$ cat config.mk
export PLATFORM = sky130hd
export DESIGN_NAME = instruction_encoder
export DESIGN_NICKNAME = d
export VERILOG_FILES = /design/src/rtl/enc_pkg.sv /design/src/rtl/instr_pack.sv /design/src/rtl/instruction_encoder.sv
export SDC_FILE = /design/constraint.sdc
export NUM_CORES = 1
export LEC_CHECK = 0
export CORE_MARGIN = 5
export CORE_UTILIZATION = 45
export CTS_CLUSTER_DIAMETER = 40
export DETAILED_ROUTE_END_ITERATION = 10
export GPL_TIMING_DRIVEN = 0
export PLACE_DENSITY_LB_ADDON = 0.1
export SLEW_MARGIN = 10
export SYNTH_ARGS = -nofsm -noshare
export SYNTH_HDL_FRONTEND = slang
export SYNTH_HIERARCHICAL = 1
export SYNTH_SLANG_ARGS = --single-unit
$ cat constraint.sdc
create_clock -name clock -period 2.2 [get_ports clock]
set_clock_uncertainty 0.2 [all_clocks]
set_input_delay 0.22 -clock clock [delete_from_list [all_inputs] [get_ports clock]]
set_output_delay 0.22 -clock clock [all_outputs]
set_load 0.1 [all_outputs]
$ cat src/rtl/enc_pkg.sv
// Shared types and RV32I encoding constants for the instruction encoder.
// Operation codes past OP_AUIPC are undefined and flagged as illegal by the packer.
package enc_pkg;

    typedef enum logic [5:0] {
        OP_NOP = 6'd0,
        OP_ADD, OP_SUB, OP_SLL, OP_SLT, OP_SLTU, OP_XOR, OP_SRL, OP_SRA, OP_OR, OP_AND,
        OP_ADDI, OP_SLTI, OP_SLTIU, OP_XORI, OP_ORI, OP_ANDI, OP_SLLI, OP_SRLI, OP_SRAI,
        OP_LB, OP_LH, OP_LW, OP_LBU, OP_LHU,
        OP_SB, OP_SH, OP_SW,
        OP_BEQ, OP_BNE, OP_BLT, OP_BGE, OP_BLTU, OP_BGEU,
        OP_JAL, OP_JALR, OP_LUI, OP_AUIPC
    } op_t;

    typedef enum logic [2:0] {FMT_R, FMT_I, FMT_S, FMT_B, FMT_U, FMT_J} fmt_t;

    localparam logic [6:0] OPC_OP     = 7'b0110011;
    localparam logic [6:0] OPC_OP_IMM = 7'b0010011;
    localparam logic [6:0] OPC_LOAD   = 7'b0000011;
    localparam logic [6:0] OPC_STORE  = 7'b0100011;
    localparam logic [6:0] OPC_BRANCH = 7'b1100011;
    localparam logic [6:0] OPC_JAL    = 7'b1101111;
    localparam logic [6:0] OPC_JALR   = 7'b1100111;
    localparam logic [6:0] OPC_LUI    = 7'b0110111;
    localparam logic [6:0] OPC_AUIPC  = 7'b0010111;

    localparam logic [2:0] F3_ADD  = 3'b000;
    localparam logic [2:0] F3_SLL  = 3'b001;
    localparam logic [2:0] F3_SLT  = 3'b010;
    localparam logic [2:0] F3_SLTU = 3'b011;
    localparam logic [2:0] F3_XOR  = 3'b100;
    localparam logic [2:0] F3_SR   = 3'b101;
    localparam logic [2:0] F3_OR   = 3'b110;
    localparam logic [2:0] F3_AND  = 3'b111;

    localparam logic [2:0] F3_B    = 3'b000;
    localparam logic [2:0] F3_H    = 3'b001;
    localparam logic [2:0] F3_W    = 3'b010;
    localparam logic [2:0] F3_BU   = 3'b100;
    localparam logic [2:0] F3_HU   = 3'b101;

    localparam logic [2:0] F3_BEQ  = 3'b000;
    localparam logic [2:0] F3_BNE  = 3'b001;
    localparam logic [2:0] F3_BLT  = 3'b100;
    localparam logic [2:0] F3_BGE  = 3'b101;
    localparam logic [2:0] F3_BLTU = 3'b110;
    localparam logic [2:0] F3_BGEU = 3'b111;

    localparam logic [6:0] F7_BASE = 7'h00;
    localparam logic [6:0] F7_ALT  = 7'h20;

    localparam int IMM12_MIN = -2048;
    localparam int IMM12_MAX = 2047;
    localparam int SHAMT_MAX = 31;
    localparam int BOFS_MIN  = -4096;
    localparam int BOFS_MAX  = 4094;
    localparam int JOFS_MIN  = -1048576;
    localparam int JOFS_MAX  = 1048574;
    localparam int UIMM_MAX  = 1048575;

    function automatic logic in_range(input int v, input int lo, input int hi);
        return (v >= lo) && (v <= hi);
    endfunction

endpackage

$ cat src/rtl/instr_pack.sv
// Combinational RV32I field packer: operands in, machine word and illegal flag out.
// Illegal operands and NOP both produce an all-zero word.
module instr_pack
    import enc_pkg::*;
(
    input  op_t         op,
    input  logic [4:0]  rd,
    input  logic [4:0]  rs1,
    input  logic [4:0]  rs2,
    input  logic [31:0] imm,
    output logic [31:0] word,
    output logic        illegal
);

    fmt_t        fmt;
    logic [6:0]  opc;
    logic [2:0]  f3;
    logic [6:0]  f7;
    logic        is_shift;
    logic        known;
    logic        bad_imm;
    logic [31:0] packed_word;
    int          simm;

    assign simm = int'(signed'(imm));

    always_comb begin
        fmt      = FMT_R;
        opc      = OPC_OP;
        f3       = F3_ADD;
        f7       = F7_BASE;
        is_shift = 1'b0;
        known    = 1'b1;
        case (op)
            OP_NOP:   fmt = FMT_R;
            OP_ADD:   f3 = F3_ADD;
            OP_SUB:   begin f3 = F3_ADD; f7 = F7_ALT; end
            OP_SLL:   f3 = F3_SLL;
            OP_SLT:   f3 = F3_SLT;
            OP_SLTU:  f3 = F3_SLTU;
            OP_XOR:   f3 = F3_XOR;
            OP_SRL:   f3 = F3_SR;
            OP_SRA:   begin f3 = F3_SR; f7 = F7_ALT; end
            OP_OR:    f3 = F3_OR;
            OP_AND:   f3 = F3_AND;
            OP_ADDI:  begin fmt = FMT_I; opc = OPC_OP_IMM; f3 = F3_ADD;  end
            OP_SLTI:  begin fmt = FMT_I; opc = OPC_OP_IMM; f3 = F3_SLT;  end
            OP_SLTIU: begin fmt = FMT_I; opc = OPC_OP_IMM; f3 = F3_SLTU; end
            OP_XORI:  begin fmt = FMT_I; opc = OPC_OP_IMM; f3 = F3_XOR;  end
            OP_ORI:   begin fmt = FMT_I; opc = OPC_OP_IMM; f3 = F3_OR;   end
            OP_ANDI:  begin fmt = FMT_I; opc = OPC_OP_IMM; f3 = F3_AND;  end
            OP_SLLI:  begin fmt = FMT_I; opc = OPC_OP_IMM; f3 = F3_SLL; is_shift = 1'b1; end
            OP_SRLI:  begin fmt = FMT_I; opc = OPC_OP_IMM; f3 = F3_SR;  is_shift = 1'b1; end
            OP_SRAI:  begin fmt = FMT_I; opc = OPC_OP_IMM; f3 = F3_SR;  is_shift = 1'b1; f7 = F7_ALT; end
            OP_LB:    begin fmt = FMT_I; opc = OPC_LOAD; f3 = F3_B;  end
            OP_LH:    begin fmt = FMT_I; opc = OPC_LOAD; f3 = F3_H;  end
            OP_LW:    begin fmt = FMT_I; opc = OPC_LOAD; f3 = F3_W;  end
            OP_LBU:   begin fmt = FMT_I; opc = OPC_LOAD; f3 = F3_BU; end
            OP_LHU:   begin fmt = FMT_I; opc = OPC_LOAD; f3 = F3_HU; end
            OP_SB:    begin fmt = FMT_S; opc = OPC_STORE; f3 = F3_B; end
            OP_SH:    begin fmt = FMT_S; opc = OPC_STORE; f3 = F3_H; end
            OP_SW:    begin fmt = FMT_S; opc = OPC_STORE; f3 = F3_W; end
            OP_BEQ:   begin fmt = FMT_B; opc = OPC_BRANCH; f3 = F3_BEQ;  end
            OP_BNE:   begin fmt = FMT_B; opc = OPC_BRANCH; f3 = F3_BNE;  end
            OP_BLT:   begin fmt = FMT_B; opc = OPC_BRANCH; f3 = F3_BLT;  end
            OP_BGE:   begin fmt = FMT_B; opc = OPC_BRANCH; f3 = F3_BGE;  end
            OP_BLTU:  begin fmt = FMT_B; opc = OPC_BRANCH; f3 = F3_BLTU; end
            OP_BGEU:  begin fmt = FMT_B; opc = OPC_BRANCH; f3 = F3_BGEU; end
            OP_JAL:   begin fmt = FMT_J; opc = OPC_JAL; end
            OP_JALR:  begin fmt = FMT_I; opc = OPC_JALR; end
            OP_LUI:   begin fmt = FMT_U; opc = OPC_LUI; end
            OP_AUIPC: begin fmt = FMT_U; opc = OPC_AUIPC; end
            default:  known = 1'b0;
        endcase
    end

    always_comb begin
        bad_imm = 1'b0;
        case (fmt)
            FMT_I:   bad_imm = is_shift ? !in_range(simm, 0, SHAMT_MAX)
                                        : !in_range(simm, IMM12_MIN, IMM12_MAX);
            FMT_S:   bad_imm = !in_range(simm, IMM12_MIN, IMM12_MAX);
            FMT_B:   bad_imm = !in_range(simm, BOFS_MIN, BOFS_MAX) || imm[0];
            FMT_J:   bad_imm = !in_range(simm, JOFS_MIN, JOFS_MAX) || imm[0];
            FMT_U:   bad_imm = !in_range(simm, 0, UIMM_MAX);
            default: bad_imm = 1'b0;
        endcase
    end

    always_comb begin
        case (fmt)
            FMT_R:   packed_word = {f7, rs2, rs1, f3, rd, opc};
            FMT_I:   packed_word = is_shift ? {f7, imm[4:0], rs1, f3, rd, opc}
                                            : {imm[11:0], rs1, f3, rd, opc};
            FMT_S:   packed_word = {imm[11:5], rs2, rs1, f3, imm[4:0], opc};
            FMT_B:   packed_word = {imm[12], imm[10:5], rs2, rs1, f3, imm[4:1], imm[11], opc};
            FMT_U:   packed_word = {imm[19:0], rd, opc};
            FMT_J:   packed_word = {imm[20], imm[10:1], imm[11], imm[19:12], rd, opc};
            default: packed_word = 32'h0000_0000;
        endcase
    end

    assign illegal = !known || bad_imm;
    assign word    = (illegal || (op == OP_NOP)) ? 32'h0000_0000 : packed_word;

endmodule

$ cat src/rtl/instruction_encoder.sv
// Streaming RV32I encoder: one registered output word per accepted bundle (latency 1),
// addressed sequentially from BASE_ADDR; output holds under backpressure, stops when the region fills.
module instruction_encoder
    import enc_pkg::*;
#(
    parameter int unsigned MEM_DEPTH = 256,
    parameter logic [31:0] BASE_ADDR = 32'h0000_0000
) (
    input  logic        clock,
    input  logic        reset_n,
    input  logic        in_valid,
    output logic        in_ready,
    input  op_t         op,
    input  logic [4:0]  rd,
    input  logic [4:0]  rs1,
    input  logic [4:0]  rs2,
    input  logic [31:0] imm,
    output logic        out_valid,
    input  logic        out_ready,
    output logic [31:0] out_word,
    output logic [31:0] out_addr,
    output logic        full,
    input  logic        clear,
    output logic        err,
    output logic [7:0]  err_count
);

    localparam logic [0:0]  ST_RUN    = 1'b0;
    localparam logic [0:0]  ST_FULL   = 1'b1;
    localparam logic [31:0] LAST_ADDR = BASE_ADDR + 32'((MEM_DEPTH - 1) * 4);

    logic [0:0]  state;
    logic [31:0] pack_word;
    logic        pack_illegal;
    logic        at_last;
    logic        out_hs;
    logic        accept;

    instr_pack u_pack (
        .op      (op),
        .rd      (rd),
        .rs1     (rs1),
        .rs2     (rs2),
        .imm     (imm),
        .word    (pack_word),
        .illegal (pack_illegal)
    );

    // Once the final word of the region sits in the output register nothing more may enter.
    assign at_last  = (out_addr == LAST_ADDR);
    assign in_ready = (state == ST_RUN) && !(out_valid && at_last) && (!out_valid || out_ready);
    assign out_hs   = out_valid && out_ready;
    assign accept   = in_valid && in_ready;
    assign full     = (state == ST_FULL);

    always_ff @(posedge clock or negedge reset_n) begin
        if (!reset_n) begin
            state     <= ST_RUN;
            out_valid <= 1'b0;
            out_word  <= 32'h0000_0000;
            out_addr  <= BASE_ADDR;
            err       <= 1'b0;
            err_count <= 8'd0;
        end else if (clear) begin
            state     <= ST_RUN;
            out_valid <= 1'b0;
            out_word  <= 32'h0000_0000;
            out_addr  <= BASE_ADDR;
            err       <= 1'b0;
            err_count <= 8'd0;
        end else begin
            if (out_hs) begin
                if (at_last) begin
                    state <= ST_FULL;
                end else begin
                    out_addr <= out_addr + 32'd4;
                end
            end
            if (accept) begin
                out_valid <= 1'b1;
                out_word  <= pack_word;
                if (pack_illegal) begin
                    err       <= 1'b1;
                    err_count <= (err_count == 8'hFF) ? err_count : err_count + 8'd1;
                end
            end else if (out_hs) begin
                out_valid <= 1'b0;
            end
        end
    end

endmodule

# Yosys cells after proc, flatten, opt, wreduce, memory -nomap -nowiden
# Index checks and enable logic that the tools add are counted.
[totals] register_bits=75 word_cells=143
[op_classes] add_sub_neg=2 order_cmp=9 eq_ne=46 muxes=29 n_bitwise=1 reduce_logical=50
[ops] operator="two-way mux 32 bit" count=7
[ops] operator="case mux 32 bit (6 select lines)" count=1
[ops] operator="== test 6 x 5 -> 1 bit, second input constant" count=16
[ops] operator="<= comparator 32 x 21 -> 1 bit, second input constant" count=2
[ops] operator="case mux 7 bit (8 select lines)" count=1
[ops] operator="== test 6 x 4 -> 1 bit, second input constant" count=8
[ops] operator="OR reduction 38 bit" count=1
[ops] operator="== test 6 bit, second input constant" count=6
[ops] operator="adder 32 x 3 -> 32 bit, second input constant" count=1
[ops] operator="== test 32 x 10 -> 1 bit, second input constant" count=1
[ops] operator=">= comparator 32 x 1 -> 1 bit, second input constant" count=1
[ops] operator=">= comparator 32 x 12 -> 1 bit, second input constant" count=1
[ops] operator=">= comparator 32 x 13 -> 1 bit, second input constant" count=1
[ops] operator=">= comparator 32 x 21 -> 1 bit, second input constant" count=1
[ops] operator="<= comparator 32 x 12 -> 1 bit, second input constant" count=1
[ops] operator="<= comparator 32 x 13 -> 1 bit, second input constant" count=1
[ops] operator="<= comparator 32 x 6 -> 1 bit, second input constant" count=1
[ops] operator="two-way mux 8 bit" count=4
[ops] operator="== test 6 x 3 -> 1 bit, second input constant" count=4
[ops] operator="case mux 3 bit (7 select lines)" count=1
[ops] operator="case mux 3 bit (5 select lines)" count=1
[ops] operator="OR reduction 15 bit" count=1
[ops] operator="OR reduction 3 bit" count=5
[ops] operator="== test 6 x 2 -> 1 bit, second input constant" count=2
[ops] operator="other kinds (25)" count=68

# Longest topological paths before layout
# Gate-level depths: netlist of run 1.
[logic_depth] ltp_word=10 depth_mapped=12 mapped_depth_nobuf=10

# Modules after synthesis
# Netlist of run 1, hierarchy kept.
[by_module_without_submodules] module="instruction_encoder" instances=1 cells_per_inst=392 area_per_inst_um2=3646.0
[by_module_without_submodules] module="instr_pack" instances=1 cells_per_inst=207 area_per_inst_um2=1423.9

# Worst setup path before layout of run 1
# Ideal clock, no wire load.
[synth_timing] path_type="reg2out" from="register out_addr[22]" to="output port in_ready" arrival_ns=2.962 t_required_ns=1.780 path_slack_ns=-1.182 path_stages_with_launch=6 path_cell_list="dfrtp_1 -> nor4_1 -> nand4_1 -> buf_2 -> o31ai_4 -> nor2_1"
[synth_via] elab_chain_cells=5
[synth_rtl] element="start, declared" line_no="instruction_encoder.sv:21" text="output logic [31:0] out_addr,"
[synth_rtl] element="start signal, assigned" line_no="instruction_encoder.sv:76" text="out_addr <= out_addr + 32'd4;"
[synth_rtl] element="== test 32 x 10 -> 1 bit" line_no="instruction_encoder.sv:50" text="assign at_last = (out_addr == LAST_ADDR);"
[synth_rtl] element="logical AND 1 bit" line_no="instruction_encoder.sv:51" text="assign in_ready = (state == ST_RUN) && !(out_valid && at_last) && (!out_valid || out_ready);"
[synth_rtl] element="zero test 1 bit" line_no="instruction_encoder.sv:51"
[synth_rtl] element="logical AND 1 bit (2 in series)" line_no="instruction_encoder.sv:51"
[synth_rtl] element="end, declared" line_no="instruction_encoder.sv:12" text="output logic in_ready,"
# No other way between the ends.

# Worst setup path after layout of run 1
[layout_timing] from="input port imm[16]" to="register err_count[5]"
[layout_via] elab_chain_cells=8 elab_cells_between_ends=26 cone_classes="order compare (9); mux (2); reduce/logical (15)"
[layout_rtl] element="start, declared" line_no="instruction_encoder.sv:17" text="input logic [31:0] imm,"
[layout_rtl] element=">= comparator 32 x 12 -> 1 bit (tied with other cells)" line_no="enc_pkg.sv:62" text="return (v >= lo) && (v <= hi);"
[layout_rtl] element="logical AND 1 bit" line_no="enc_pkg.sv:62"
[layout_rtl] element="zero test 1 bit, on equally long branches"
[layout_rtl] element="two-way mux 1 bit (tied with other cells)" line_no="instr_pack.sv:80" text="FMT_I: bad_imm = is_shift ? !in_range(simm, 0, SHAMT_MAX)"
[layout_rtl] element="case mux 1 bit (5 select lines) *" line_no="instr_pack.sv:79" text="case (fmt)"
[layout_rtl] element="logical OR 1 bit *" line_no="instr_pack.sv:103" text="assign illegal = !known || bad_imm;"
[layout_rtl] element="via pack_illegal" line_no="instruction_encoder.sv:34" text="logic pack_illegal;"
[layout_rtl] element="nonzero test 2 bit (no source line) *"
[layout_rtl] element="AND reduction 3 bit (no source line) *"
[layout_rtl] element="end signal, assigned" line_no="instruction_encoder.sv:84" text="err_count <= (err_count == 8'hFF) ? err_count : err_count + 8'd1;"
[layout_rtl] element="end, declared" line_no="instruction_encoder.sv:25" text="output logic [7:0] err_count"
# The timed path passes the listed nets; every way through them passes the cells marked *.
# A chain may end at the register's enable or synchronous reset.

==> results of run 1 <==
==> Yosys cell counts (all sizes together), types with 4 or more instances <==
master	number	share of area, %
a21oi	69	6.8
a221oi	4	0.81
a222oi	7	1.4
a22o	7	1.2
a22oi	8	1.2
and2	5	0.62
buf	25	3.1
clkbuf	18	1.4
dfrtp	73	36
inv	11	0.81
mux2	9	2.1
mux2i	5	0.99
nand2	85	6.3
nand2b	9	1.1
nand3	14	1.4
nand4	20	2.9
nor2	49	3.7
nor2b	15	1.9
nor3	30	4.9
nor4	15	2.3
o21ai	25	2.5
o22ai	4	0.49
o311ai	4	1.4
o31ai	9	1.7
or3	12	1.5
or4	12	1.8
xor2	9	1.6
==> worst max-delay path: stages <==
cell and delay (ns):
clkdlybuf4s50_1 0.55, nor2_1 0.07, nand3_1 0.11, o22ai_1 0.10, a32o_2 0.31, a31oi_4 0.21
buf_8 0.12, a21o_1 0.15, o21ai_2 0.08, or4_4 0.51, buf_4 0.16, nor3_4 0.12
mux2_4 0.31
==> power by group through the flow <==
stage	clock network [mW]	registers [mW]	logic [mW]
2_1_floorplan	0	1.65	0.391
3_3_place_gp	0	1.43	0.958
3_5_place_dp	0	1.43	0.969
4_1_cts	1.52	1.40	1.04
5_1_grt	1.59	1.41	1.20
6_report	1.50	1.41	1.14
==> logic make-up after synthesis <==
kind of cell / count (synthesis) / synth area share, %
adders and majority gates: 2 / 0.494
AOI/OAI and AO/OA: 164 / 22.6
and+or+nand+nor: 278 / 30.4
DFF: 73 / 36.0
muxes: 14 / 3.06
xor gates and xnor gates: 12 / 2.07
buffers and inverters: 55 / 5.31
other: 1 / 0.0740
==> per-stage QoR <==
step / instances / util (%) / worst slack [ns] / hold slack (ns) / instance area, sq um
floorplan: 600 / - / -0.883 / -0.276 / 5370
global placement: 869 / 62.5 / -2.31 / 0.312 / 6840
detailed placement: 870 / 62.7 / -1.93 / -0.115 / 6860
CTS: 931 / 70.6 / -0.755 / 0.0697 / 7720
global route: 948 / 76.2 / -0.862 / 0.0931 / 8330
finish: 948 / 76.2 / -0.813 / 0.0714 / 8330
==> repair_timing <==
| action | in CTS | in global routing |
|---|---|---|
| endpoints found under the hold margin | 73 | 0 |
| gates resized for setup | 236 | 117 |
| gates cloned | 2 | 2 |
| pin swaps | 37 | 71 |
| setup buffers | 43 | 16 |
| endpoints found under the setup margin | 140 | 72 |
| hold buffers | 1 | 0 |
==> worst min path at each step <==
stage	startpoint	endpoint	slack (ns)
after global placement	out_word[18]	out_word[18]	0.31
after detailed placement	reset_n	out_word[3]	-0.12
after floorplan	reset_n	err	-0.28
after global routing	reset_n	out_word[3]	0.09
final	reset_n	out_word[3]	0.07
after CTS	reset_n	out_word[3]	0.07
==> sequential cells by signal, indices dropped and copies added, names as in the netlist <==
register   flops
out_valid      1
full           1
out_addr      30
out_word      32
err_count      8
err            1
==> final cells by class <==
type	instances	area, sq um	share of cell area, %
Tap cell	140	175	2.10
Timing Repair Buffer	193	1790	21.5
Multi-Input combinational cell	472	3750	45.0
Clock inverter	6	66.3	0.796
Clock buffer	10	239	2.87
Buffer	42	342	4.10
Sequential cell	73	1920	23.1
Inverter	12	46.3	0.556
==> layer usage <==
layer  global-route usage [%]  vias up  share of wire (%)
met5                        0        -                  0
met4                     9.67        0                3.3
met3                     6.32       60                6.6
met2                     47.0      289                 49
met1                     40.0     2960                 41
li1                         -     2630                  -
==> metrics.txt, run 1 <==
largest net degree at the start of global routing 62; Final Critical Period 3.01 ns; root buffer selected by CTS clkbuf_16; crit path kind in -> reg; final layout net count 863; maximum vdd ir drop 0.864 mV; sequential-to-total area share from yosys stat 36.0%; fill count 791; First-pass DRT Iterations 6; clock sink count 73; worst-path maximum fanout 5; status complete, but fails checks; area grow syn2layout 64.3%; Synth cell types 77; sw power 1.38 mW; #FFs+latches synth 73; # DRC 0; max_slew headroom 33.5%; RSZ-0062 raised after global routing true; antenna violations before repair 0; Design Power 4.06 mW; Starting Density 46.4%; critical path arrival 3.04 ns; Reg clk slew, reported paths 0.06 ns; I/O pins 134; I/O Buffers 129; r2r worst-path depth 7; die width 116 microns; commonest cells after routing, fill and taps aside 76 x dlygate4sd2_1, 61 x nand2_1, 47 x buf_4; Int Pwr 2.68 mW; WL final 20900 microns; Clock Tree Buf Depth 2; Synth Instances 599; power density over cell area 487 mW/mm^2; syn_area_per_cell 8.46 sq um; worst setup margin -0.813 ns; hpwl dp 13400 microns; most common flop cell mapped by yosys dfrtp_1; CP startpoint kind input pin; Rows 38; via count 5939; endpoints failing setup 66; crit path from imm[16]; Crit Reg-Reg Startpoint out_addr[2]; Die H 116 microns; flop2flop setup slack -0.30 ns; total gr overflow 0; switching part of the total 33.9%; most common cell after layout, fill and taps aside dlygate4sd2_1; CTS tree built; number of synthesized flops with an enable pin 0; first-pass GRT wire length 30900 microns; Final Slew Violations 0; Hold Violations, Final 0; f_max 332 MHz; Reg power frac 34.8%; vias per inst 6.26; Die ar. 0.0135 sq mm; CTS buffer count 9; Post-synth ARST share 100%; Worst Max-Slew Pin Slew 1.00 ns; CORE AREA 0.0109 sq mm; share of cells above drive strength 1 39.1%; post-synthesis cell area 0.00507 sq mm; CP endpoint kind flop; setup TNS -12.97 ns; routed length per placed instance 22.1 microns; vias in the first global route 5860; antenna violation net count after detailed routing 0; 1st-iter DRT viols 728; Final Cycle Share 137%; R2R Path End err_count[7]; diode count 0; Tot GR Track Use 29.4%; Comb pwr share 28.1%; worst path required time 2.23 ns; clock latency on the worst-skew pair 0.34 ns; GP Congestion 0.986; failing checks negative setup slack; Clock power frac 37.1%; yosys warns 6; Pleak 3.57 nW; H-tree levels 3; HP Class in -> async; Max Cap Viol 0; Worst Setup EP err_count[5]
Power figures use the tool's default switching activity.
==> run 2: changes to the inputs <==
--- a/config.mk
+++ b/config.mk
@@ -6,5 +6,5 @@
 export NUM_CORES = 1
 export LEC_CHECK = 0
-export CORE_MARGIN = 5
+export CORE_MARGIN = 3
 export CORE_UTILIZATION = 45
 export CTS_CLUSTER_DIAMETER = 40
==> constraint.sdc (replaced) <==
create_clock -name clock -period 2.2 [get_ports clock]
set_clock_uncertainty 0.2 [all_clocks]
set_input_delay 0.33 -clock clock [delete_from_list [all_inputs] [get_ports clock]]
set_output_delay 0.33 -clock clock [all_outputs]
set_load 0.1 [all_outputs]
==> run 2 against run 1 <==
Compared with the run above:
- the run still ends with negative setup slack left
- hold slack gained 0.090 ns
- sequential share of layout area shrank 0.40 points
- wire length shrank 2.9%
- flip-flop and latch count is the same
- sequential power is essentially flat
- via count shrank 0.32%
- maximum frequency shrank 0.27%
- combinational power grew 4%
- final area grew 1.8%
- cell count grew 0.53%
- non-clock buffer count grew 5
- register-to-register slack lost 0.08 ns
- critical endpoint is now err_count[7]
==> metrics.txt, run 2 (synthesis results as in run 1) <==
I/O pins 134 (unchanged); Comb pwr share 28.6% (+0.5 points); commonest cells after routing, fill and taps aside 72 x dlygate4sd2_1, 65 x nand2_1, 51 x buf_4; power density over cell area 491 mW/mm^2 (+0.82%); total gr overflow 0 (unchanged); maximum vdd ir drop 0.499 mV (-42%); CTS buffer count 9 (unchanged); Die H 112 microns (-3.4%); worst-path maximum fanout 8 (+3); switching part of the total 33.2% (-0.78 points); Top reg by flops out_word; 1st-iter DRT viols 703 (-3.4%); First-pass DRT Iterations 5 (-1); f_max 331 MHz (-0.27%); hpwl dp 12800 microns (-4.4%); vias in the first global route 5451 (-7.0%); worst path required time 2.18 ns (-0.05 ns); Int Pwr 2.78 mW (+3.8%); status complete, but fails checks; # DRC 0 (unchanged); CP endpoint kind flop; Final Cycle Share 137% (+0.37 points); die width 112 microns (-3.4%); final layout net count 868 (+0.58%); area occupied by registers 0.00192 sq mm (unchanged); failing checks negative setup slack; Reg clk slew, reported paths 0.06 ns (about the same); fin area 0.00848 sq mm (+1.8%); Die ar. 0.0126 sq mm (-6.8%); WL final 20300 microns (-2.9%); Design Power 4.16 mW (+2.6%); crit path kind in -> reg; Multi-input gate area 0.00378 sq mm (+0.67%); CORE AREA 0.0109 sq mm (unchanged); via count 5920 (-0.32%); clock sink count 73 (unchanged); share of cells above drive strength 1 40.0% (+0.87 points); biggest regs out_word x32, out_addr x30, err_count x8; max_slew headroom 31.0% (-2.5 points); most common cell after layout, fill and taps aside dlygate4sd2_1; Rows 38 (unchanged); critical path arrival 3.01 ns (-0.03 ns); placed inst area 0.00686 sq mm (unchanged); Final Critical Period 3.02 ns (+0.00812 ns); routed length per placed instance 21.3 microns (-3.4%); RSZ-0062 raised after global routing true; fill count 712 (-10%); Max Cap Viol 0 (unchanged); vias per inst 6.21 (-0.84%); Clock Tree Buf Depth 2 (unchanged); HP Class in -> async; Pleak 3.57 nW (-0.25%); Tot GR Track Use 27.6% (-1.8 points); antenna violations before repair 0 (unchanged); area grow syn2layout 67.2%; endpoints failing setup 67 (+1.5%); Hold Violations, Final 0 (unchanged); Reg power frac 33.7% (-1.1 points); worst setup margin -0.821 ns (-0.00812 ns); CP startpoint kind input pin; I/O Buffers 129 (unchanged); r2r worst-path depth 10 (+3); largest net degree at the start of global routing 65 (+4.8%); Worst Max-Slew Pin Slew 1.04 ns (+0.0373 ns); root buffer selected by CTS clkbuf_16; final core area utilization 77.5% (+1.4 points); Final Slew Violations 0 (unchanged); GP Congestion 0.928 (-5.9%); diode count 0 (unchanged); H-tree levels 3 (unchanged); sw power 1.38 mW (+0.24%); Starting Density 46.4% (unchanged); setup TNS -20.71 ns (-7.74 ns); first-pass GRT wire length 28400 microns (-8.0%); Clock power frac 37.7% (+0.6 points); Largest register FFs 32 (unchanged); antenna violation net count after detailed routing 0 (unchanged); clock latency on the worst-skew pair 0.34 ns (about the same); CTS tree built
[run 2: changes by cell type in the layout (fill, tap and decap cells not counted), sizes merged]
cell,before,now
dlymetal6s2s,0,6
buf,95,99
dlygate4sd2,76,72
clkdlybuf4s15,13,15
clkdlybuf4s50,26,24
clkinv,2,4
clkinvlp,3,1
bufinv,1,2
clkbuf,34,33
inv,12,11
[run 2: final timing paths]
kind,startpoint,end,slack (ns)
max,op[5],err_count[7],-0.82
max in group asynchronous,reset_n,out_addr[26],1.05
min,reset_n,out_word[7],0.16
min in group clock,out_word[25],out_word[25],0.33
min reg2reg,out_word[25],out_word[25],0.33
max reg2reg,out_addr[26],out_word[12],-0.38
[run 2: routing by layer]
layer / track usage, % / up-vias / wire length [microns]
met4: 6.89 / 0 / 540
met1: 38.2 / 2913 / 8430
met3: 5.01 / 41 / 1490
li1: - / 2631 / -
met2: 45.0 / 335 / 9840
met5: 0 / - / 0
[run 2: per-stage QoR]
step	setup WS [ns]	hold slack [ns]	cells
floorplan	-0.993	-0.166	600
global placement	-2.38	0.310	869
detailed placement	-1.97	-0.0219	870
CTS	-0.823	0.171	914
global route	-0.875	0.189	953
finish	-0.821	0.162	953
[run 2: cell type report]
class / instances / share of cell area, %
multi-input combinational: 472 / 44.5
sequential: 73 / 22.7
timing repair buffer: 198 / 22.3
buffer: 42 / 4.18
clock buffer: 10 / 2.70
tap: 140 / 2.07
clock inverter: 6 / 0.974
inverter: 12 / 0.546
[run 2: critical path, cell delays in order]
cell       delay (ns)
buf_6            0.07
buf_6            0.10
nand3b_1         0.21
buf_4            0.17
a2bb2oi_4        0.18
o21ai_1          0.09
a32o_2           0.27
a31oi_4          0.21
buf_6            0.13
a21o_1           0.16
o21ai_2          0.10
buf_4            0.14
buf_6            0.12
buf_12           0.12
o41ai_1          0.48
a21oi_2          0.11
[run 2: power by group through the flow]
stage	sequential, mW	clock [mW]	combinational [mW]
2_1_floorplan	1.65	0	0.390
3_3_place_gp	1.42	0	0.952
3_5_place_dp	1.43	0	0.964
4_1_cts	1.40	1.57	1.03
5_1_grt	1.41	1.64	1.24
6_report	1.40	1.57	1.19
[run 2: repair_timing]
item / CTS / global route
resized for setup: 200 / 170
buffers inserted: 28 / 36
gates cloned: 0 / 3
endpoints found under the hold margin: 73 / 0
pin swaps: 33 / 76
setup endpoints to repair: 145 / 88
hold buffers: 1 / 0
==> run 3: changes to the inputs <==
CORE_UTILIZATION = 35   (was 45)
==> run 3 against run 2 <==
Compared with the run above:
- the run still ends with negative setup slack left
- worst setup slack gained 0.032 ns
- via count shrank 4.0%
- count of clock-buffer cells in the layout is the same
- cell count grew 3.5%
- hold slack gained 0.041 ns
- first-iteration DRC count shrank 50%
- critical path type unchanged
- highest routed layer unchanged
==> metrics.txt, run 3 (synthesis results as in run 1) <==
status complete, but fails checks; failing checks negative setup slack; fill count 1235 (+73%); CORE AREA 0.0140 sq mm (+28%); Die ar. 0.0160 sq mm (+27%); max_slew headroom 32.7% (+1.7 points); Tot GR Track Use 22.7% (-4.9 points); diode count 0 (unchanged); via count 5682 (-4.0%); Largest register FFs 32 (unchanged); Fin Hold WS 0.203 ns (+0.0413 ns); Pleak 3.48 nW (-2.5%); RSZ-0062 raised after global routing true; largest net degree at the start of global routing 60 (-7.7%); Max Cap Viol 0 (unchanged); Final Critical Period 2.99 ns (-0.0318 ns); worst setup margin -0.789 ns (+0.0318 ns); routed length per placed instance 19.6 microns (-7.9%); CP endpoint kind flop; root buffer selected by CTS clkbuf_16; maximum vdd ir drop 0.420 mV (-16%); biggest regs out_word x32, out_addr x30, err_count x8; vias per inst 5.76 (-7.2%); 1st-iter DRT viols 354 (-50%); most used cell, CP buf_6; critical path arrival 3.01 ns (about the same); power density over cell area 480 mW/mm^2 (-2.2%); # DRC 0 (unchanged); antenna violations before repair 0 (unchanged); crit path kind in -> reg; First-pass DRT Iterations 8 (+3); antenna violation net count after detailed routing 0 (unchanged); sw power 1.39 mW (+1.0%); CP startpoint kind input pin; Buf/Inv on CP 4 (-3); cells along the critical path buf_6 > buf_6 > nand2b_4 > nor4_4 > o22ai_1 > a32o_2 > a31oi_4 > buf_8 > a21o_1 > o21ai_2 > or4_4 > buf_6 > nor3_4 > mux2_4; commonest cells after routing, fill and taps aside 69 x nand2_1, 66 x dlygate4sd2_1, 42 x dfrtp_1; f_max 335 MHz (+1.1%); switching part of the total 34.0% (+0.85 points); first-pass GRT wire length 29400 microns (+3.4%); Clock Tree Buf Depth 2 (unchanged); cell family contributing the most delay on the critical path simple AND/OR/NAND/NOR gates; Comb pwr share 30.1% (+1.5 points); CTS tree built; Reg clk slew, reported paths 0.06 ns (about the same); area grow syn2layout 68.4%; worst-path maximum fanout 6 (-2); Starting Density 36.1% (-10 points); H-tree levels 3 (unchanged); slowest stage delay, CP 0.42 ns (-0.06 ns); Rows 43 (+13%); share of cells above drive strength 1 39.1% (-0.89 points); clock sink count 73 (unchanged); Design Power 4.10 mW (-1.5%); I/O Buffers 129 (unchanged); most common cell after layout, fill and taps aside nand2_1; hpwl dp 13400 microns (+4.0%); Clock power frac 35.7% (-2.0 points); die width 126 microns (+13%); HP Class in -> async; vias in the first global route 5653 (+3.7%); Final Slew Violations 0 (unchanged); Int Pwr 2.71 mW (-2.8%); GP Congestion 0.935 (+0.77%); Final Cycle Share 136% (-1.4 points); worst path required time 2.22 ns (+0.04 ns); Top reg by flops out_word; endpoints failing setup 61 (-9.0%); CTS buffer count 9 (unchanged); total gr overflow 0 (unchanged); CP max-delay cell or4_4; WL final 19300 microns (-4.7%); Reg power frac 34.3% (+0.6 points); Worst Max-Slew Pin Slew 1.01 ns (-0.0251 ns); Hold Violations, Final 0 (unchanged); I/O pins 134 (unchanged); clock latency on the worst-skew pair 0.35 ns (about the same); Die H 126 microns (+13%); final layout net count 861 (-0.81%)
==> run 3: cell types whose count changed in the layout (fill, tap and decap cells not counted), sizes merged <==
cell           before  now
clkdlybuf4s50      24   25
clkdlybuf4s15      15   22
clkbuf             33   41
buf                99   87
bufinv              2    1
dlymetal6s2s        6    0
dlygate4sd2        72   66
bufbuf              0    1
clkinvlp            1    2
==> run 3: timing repair <==
| action | in CTS | in global routing |
|---|---|---|
| endpoints found under the hold margin | 73 | 0 |
| hold buffers | 1 | 0 |
| cloned | 3 | 5 |
| gates resized for setup | 249 | 131 |
| pin swaps | 40 | 64 |
| buffers inserted | 43 | 14 |
| endpoints found under the setup margin | 142 | 82 |
==> run 3: path summary, 6_finish.rpt <==
path	slack, ns	startpoint	cells after the start	endpoint
min reg2reg	0.32	out_word[29]	2	out_word[29]
min	0.20	reset_n	2	err_count[0]
max reg2reg	-0.24	out_addr[29]	8	err_count[6]
max in group asynchronous	0.99	reset_n	3	out_addr[27]
min in group clock	0.28	op[2]	5	out_word[6]
max	-0.79	op[5]	14	err_count[5]
==> run 3: area by class of cell <==
class	count	area, sq um	share of cell area [%]
well taps	180	225	2.64
repair buffers	192	1900	22.3
multi-input cells	472	3790	44.4
clock buffers	10	229	2.68
flip-flops and latches	73	1920	22.5
inverters	12	46.3	0.542
plain buffers	41	360	4.22
clock inverters	6	60.1	0.703
==> run 3: per-stage QoR <==
step	util, %	std cells	area (sq um)	worst slack [ns]	setup TNS, ns
floorplan	-	600	5370	-0.993	-12.39
global placement	49.0	909	6890	-2.51	-218.84
detailed placement	49.2	910	6910	-2.12	-61.13
CTS	56.4	971	7920	-0.783	-13.59
global route	60.8	986	8540	-0.906	-21.62
finish	60.8	986	8540	-0.789	-16.08
==> run 3: power groups by stage <==
| stage | Clock, mW | Combinational (mW) | Sequential (mW) |
|---|---|---|---|
| 6_report | 1.46 | 1.23 | 1.40 |
| 2_1_floorplan | 0 | 0.390 | 1.65 |
| 4_1_cts | 1.47 | 1.09 | 1.40 |
| 5_1_grt | 1.55 | 1.30 | 1.41 |
| 3_3_place_gp | 0 | 0.967 | 1.43 |
| 3_5_place_dp | 0 | 0.974 | 1.43 |
==> run 3: routing by layer <==
layer	GRT usage, %	vias to the layer above	share of wire (%)
li1	-	2628	-
met1	28.5	2771	41
met2	38.6	248	50
met3	4.88	35	6.3
met4	8.14	0	2.4
met5	0	-	0
